--- src/rtl/ps_packet_arbiter.sv ---
// rtl/ps_packet_arbiter.sv - packet-locked round-robin arbiter merging INPUTS streams into one sink
// Optional PS_PACKET_ARBITER_OUTREG_EN adds a two-entry output skid stage (one cycle latency).
module ps_packet_arbiter #(
  parameter int DWIDTH = 8,
  parameter int INPUTS = 4,
  parameter int SWIDTH = $clog2(INPUTS)
) (
  input  logic                     reset,
  input  logic                     clk,
  input  logic [INPUTS*DWIDTH-1:0] i_dat,
  input  logic [INPUTS-1:0]        i_val,
  input  logic [INPUTS-1:0]        i_eop,
  output logic [INPUTS-1:0]        i_rdy,
  output logic [DWIDTH-1:0]        o_dat,
  output logic                     o_val,
  output logic                     o_eop,
  input  logic                     o_rdy,
  output logic [SWIDTH-1:0]        o_sel
);

  typedef enum logic {IDLE = 1'b0, LOCKED = 1'b1} lock_t;

  lock_t             lock_reg, lock_nxt;
  logic [SWIDTH-1:0] sel_reg, sel_nxt;
  logic [SWIDTH-1:0] ptr_reg, ptr_nxt;

  logic [SWIDTH-1:0] scan_gnt;
  logic              scan_hit;
  logic [SWIDTH-1:0] scan_idx;
  int                idx;

  logic [SWIDTH-1:0] gnt;
  logic [DWIDTH-1:0] mux_dat;
  logic              mux_val;
  logic              mux_eop;
  logic [SWIDTH-1:0] mux_sel;
  logic              mux_rdy;
  logic              mux_xfer;
  logic              sink_rdy;
  logic              active;

  function automatic logic [SWIDTH-1:0] wrap_inc(input logic [SWIDTH-1:0] v);
    return (v == SWIDTH'(INPUTS - 1)) ? '0 : v + 1'b1;
  endfunction

  // Scan from the highest offset down so the lowest offset from ptr_reg wins.
  always_comb begin
    scan_gnt = ptr_reg;
    scan_hit = 1'b0;
    idx      = 0;
    scan_idx = '0;
    for (int i = INPUTS - 1; i >= 0; i--) begin
      idx = int'(ptr_reg) + i;
      if (idx >= INPUTS) idx = idx - INPUTS;
      scan_idx = SWIDTH'(idx);
      if (i_val[scan_idx]) begin
        scan_gnt = scan_idx;
        scan_hit = 1'b1;
      end
    end
  end

  // Outputs are forced quiet while reset is held, independent of the clock.
  always_comb begin
    gnt      = (lock_reg == LOCKED) ? sel_reg : scan_gnt;
    active   = reset & ((lock_reg == LOCKED) | scan_hit);
    mux_dat  = i_dat[int'(gnt) * DWIDTH +: DWIDTH];
    mux_val  = reset & i_val[gnt];
    mux_eop  = reset & i_eop[gnt];
    mux_sel  = reset ? gnt : '0;
    mux_rdy  = active & sink_rdy;
    mux_xfer = mux_val & mux_rdy;
    i_rdy    = '0;
    i_rdy[gnt] = mux_rdy;
  end

  always_comb begin
    lock_nxt = lock_reg;
    sel_nxt  = sel_reg;
    ptr_nxt  = ptr_reg;
    if (mux_xfer) begin
      case (lock_reg)
        IDLE: begin
          if (mux_eop) begin
            ptr_nxt = wrap_inc(gnt);
          end else begin
            lock_nxt = LOCKED;
            sel_nxt  = gnt;
          end
        end
        LOCKED: begin
          if (mux_eop) begin
            lock_nxt = IDLE;
            ptr_nxt  = wrap_inc(sel_reg);
          end
        end
        default: lock_nxt = IDLE;
      endcase
    end
  end

  always_ff @(posedge clk or negedge reset) begin
    if (!reset) begin
      lock_reg <= IDLE;
      sel_reg  <= '0;
      ptr_reg  <= '0;
    end else begin
      lock_reg <= lock_nxt;
      sel_reg  <= sel_nxt;
      ptr_reg  <= ptr_nxt;
    end
  end

`ifdef PS_PACKET_ARBITER_OUTREG_EN
  localparam int EW = SWIDTH + DWIDTH + 1;

  logic [1:0]    cnt;
  logic [EW-1:0] ent0, ent1;
  logic [EW-1:0] mux_ent;
  logic          push, pop;

  // Ready toward the mux depends only on occupancy, breaking the o_rdy -> i_rdy path.
  assign sink_rdy = (cnt != 2'd2);
  assign mux_ent  = {mux_sel, mux_eop, mux_dat};
  assign push     = mux_xfer;
  assign pop      = (cnt != 2'd0) & o_rdy;

  always_ff @(posedge clk or negedge reset) begin
    if (!reset) begin
      cnt  <= 2'd0;
      ent0 <= '0;
      ent1 <= '0;
    end else begin
      case ({push, pop})
        2'b10: begin
          if (cnt == 2'd0) ent0 <= mux_ent;
          else             ent1 <= mux_ent;
          cnt <= cnt + 2'd1;
        end
        2'b01: begin
          ent0 <= ent1;
          cnt  <= cnt - 2'd1;
        end
        2'b11: begin
          if (cnt == 2'd1) ent0 <= mux_ent;
          else begin
            ent0 <= ent1;
            ent1 <= mux_ent;
          end
        end
        default: cnt <= cnt;
      endcase
    end
  end

  assign o_val = (cnt != 2'd0);
  assign o_sel = ent0[EW-1 -: SWIDTH];
  assign o_eop = ent0[DWIDTH];
  assign o_dat = ent0[DWIDTH-1:0];
`else
  assign sink_rdy = o_rdy;
  assign o_val    = mux_val;
  assign o_eop    = mux_eop;
  assign o_dat    = mux_dat;
  assign o_sel    = mux_sel;
`endif

endmodule

--- config.mk ---
export PLATFORM = sky130hd
export DESIGN_NAME = ps_packet_arbiter
export DESIGN_NICKNAME = d
export VERILOG_FILES = /design/src/rtl/ps_packet_arbiter.sv
export SDC_FILE = /design/constraint.sdc
export NUM_CORES = 1
export LEC_CHECK = 0
export CORE_AREA = 2 2 51 53
export DETAILED_ROUTE_END_ITERATION = 8
export DIE_AREA = 0 0 53 55
export PLACE_DENSITY = 0.84
export SLEW_MARGIN = 20
export SYNTH_ARGS = -nofsm -noshare
export SYNTH_HDL_FRONTEND = slang
export SYNTH_SLANG_ARGS = --single-unit
--- constraint.sdc ---
create_clock -name clk -period 6.4 [get_ports clk]
set_clock_uncertainty 0.1 [all_clocks]
set_input_delay 0.64 -clock clk [delete_from_list [all_inputs] [get_ports clk]]
set_output_delay 0.64 -clock clk [all_outputs]
set_load 0.005 [all_outputs]
==> qor.yml <==
status: "finished, final reports clean"
antenna_found_initial: 0
p_per_area_mw_per_mm2: 371.5
post_cts_buffers: 0
grt_pass1_vias: 993
vias: 1049
hp-start: "sel_reg[0]"
clk_latency_ns: 0.24
startpoint: "i_val[2]"
synth_cell_type_count: 38
portBuffers: 58
ys_seq_area_share_pct: 13.97
fillers: 212
path_clk_slew_ns: 0.04
fin_crit_ns: 4.411
rsz0062_at_grt: "no"
peakVddDrop_uv: 252.8
rrSetupSlack_ns: 3.06
r2r_cells: 8
drtIter0Drc: 9
cp_max_fo: 21
io_pins: 59
synth.ff_latch_count: 5
rr_endpoint: "sel_reg[1]"
ctsLongestPathBuffers: 2
firstDrtPassIters: 4
synthFlopType: "dfrtp_1"
crit_type: "in -> out"
drive_gt1_share_pct: 8.876
critPathRequiredTime_ns: 5.66
final_max_slew_viol_count: 0
grt_pass1_wl_mm: 4.008
synthArstFlopShare_pct: 100.0
wirelength_mm: 2.615
synth_nets: 162
overflow: 0
min_period_over_period_pct: 68.93
die_h_um: 55
swShare_pct: 43.11
die_x_um: 53
post_cts_resized: 0
synth.avg_cell_area_sq_um: 7.790
yosys_warnings: 0
tightest_slew_ns: 0.9956
timing.fmax_ghz: 0.2267
dieArea_sq_mm: 0.002915
numClockSinks: 5
grt_start_max_net_pins: 23
cp-start-kind: "primary input"
start_util_pct: 37.88
timing.hold.ws_ns: 0.4738
finalHoldViolations: 0
antennaDiodeCount: 0
p_seq_share_pct: 12.7
synth_edf_count: 0
syn-instance-count: 115
gp_congestion: 0.8254
hold_buffers: 0
cts_tree: "built"
numCtsBuffers: 3
finalSetupViolCount: 0
p_leak_nw: 0.6226
final_nets: 217
relSlewSlack_pct: 33.63
area_growth_pct: 66.76
min_to: "sel_reg[0]"
htreeDepth: 1
setup_ws_ns: 1.989
core_area_sq_mm: 0.002365
layout.cells.most_common: "clkdlybuf4s50_1"
synthesis.area_sq_um: 895.9
hold_class: "reg -> reg"
r2r_start: "ptr_reg[1]"
dp_hpwl_mm: 2.169
postPlaceCellArea_sq_mm: 0.001468
grt_use_total_pct: 18.54
pwr-share-clk_pct: 6.4
avgRoutedWirePerCell_um: 13.14
combPwrFrac_pct: 80.8
dp_worst_setup_slack_ns: 1.958
std_cell_rows: 18
cap_violations: 0
arrival_ns: 3.67
setup_tns_ns: 0
p_switching_mw: 0.2393
vias_per_cell: 5.271
whs_path_depth: 1
mostFrequentLayoutCells: "clkdlybuf4s50_1 (58), and2_1 (14), a21oi_1 (14)"
drc: 0
intPower_mw: 0.3158
final_cell_area_sq_mm: 0.001494
ant_nets: 0
cts-root-buf: "clkbuf_4"
endpoint_kind: "primary output"
[worst max-delay path by stage]
stage               endpoint  slack [ns]  depth (start not counted)
floorplan           o_dat[5]        3.54                          8
CTS                    o_val        1.95                          9
global route        o_dat[0]        1.69                          8
global placement       o_val        2.01                          9
finish                 o_val        1.99                          9
detailed placement     o_val        1.96                          9
[power by group through the flow]
stage | clock network, mW | logic [mW] | registers, mW
2_1_floorplan | 0 | 0.294 | 0.0554
3_3_place_gp | 0 | 0.442 | 0.0692
3_5_place_dp | 0 | 0.451 | 0.0704
4_1_cts | 0.0379 | 0.455 | 0.0707
5_1_grt | 0.0405 | 0.494 | 0.0733
6_report | 0.0356 | 0.449 | 0.0707
[critical path, stage by stage]
cell and delay (ns):
clkdlybuf4s50_1 0.58, nand2b_1 0.12, a211o_1 0.34, a41oi_2 0.81, inv_2 0.28, nand2_1 0.16, a31oi_2 0.12, and2_1 0.17
clkdlybuf4s50_1 0.44
[cells by family (layout without fill, tap and decap cells)]
kind of cell             count (synthesis)  in the layout  synth area share [%]
AO/OA/AOI/OAI                           35             35                 27.37
XOR/XNOR                                 1              1                0.9778
adder cells (fa/ha/maj)                  4              4                 5.587
buffers and inverters                   15             69                 8.102
flip-flops                               5              5                 13.97
multiplexers                            14             14                 17.32
AND/OR/NAND/NOR                         41             41                 26.68
[routing by layer]
metal | part of all wire [%] | global-route usage (%) | vias to the layer above
met3 | 11 | 6.720 | 2
met2 | 51 | 36.04 | 53
li1 | - | - | 516
met4 | 0.34 | 4.701 | 0
met1 | 37 | 18.74 | 478
met5 | 0 | 0 | -
[metrics by stage]
step | std cells | util (%) | power, mW
global route | 199 | 63.17 | 0.6074
floorplan | 115 | - | 0.3498
CTS | 199 | 63.17 | 0.5630
global placement | 195 | 62.06 | 0.5116
detailed placement | 195 | 62.06 | 0.5215
finish | 199 | 63.17 | 0.5550
[layout make-up]
cell class / count / area, sq um / area share (%)
well taps: 30 / 37.54 / 2.513
multi-input cells: 95 / 698.2 / 46.73
repair buffers: 58 / 580.6 / 38.86
flip-flops and latches: 5 / 125.1 / 8.375
clock buffers: 4 / 26.28 / 1.759
inverters: 7 / 26.28 / 1.759
[cell usage after synthesis, types with 2 or more instances]
master | number | area share, %
nor2_1 | 6 | 2.5
and2_1 | 14 | 9.8
nand2b_1 | 3 | 2.1
buf_2 | 4 | 2.2
mux2_4 | 3 | 5.0
o21ai_1 | 2 | 1.1
clkbuf_1 | 2 | 0.84
inv_1 | 5 | 2.1
nor3_1 | 2 | 1.1
a21oi_1 | 14 | 7.8
dfrtp_1 | 5 | 14
a211oi_1 | 9 | 7.5
nor2b_1 | 2 | 1.4
nand2_1 | 6 | 2.5
ha_1 | 4 | 5.6
inv_2 | 2 | 0.84
mux2i_1 | 11 | 12
Power figures use the tool's default switching activity.
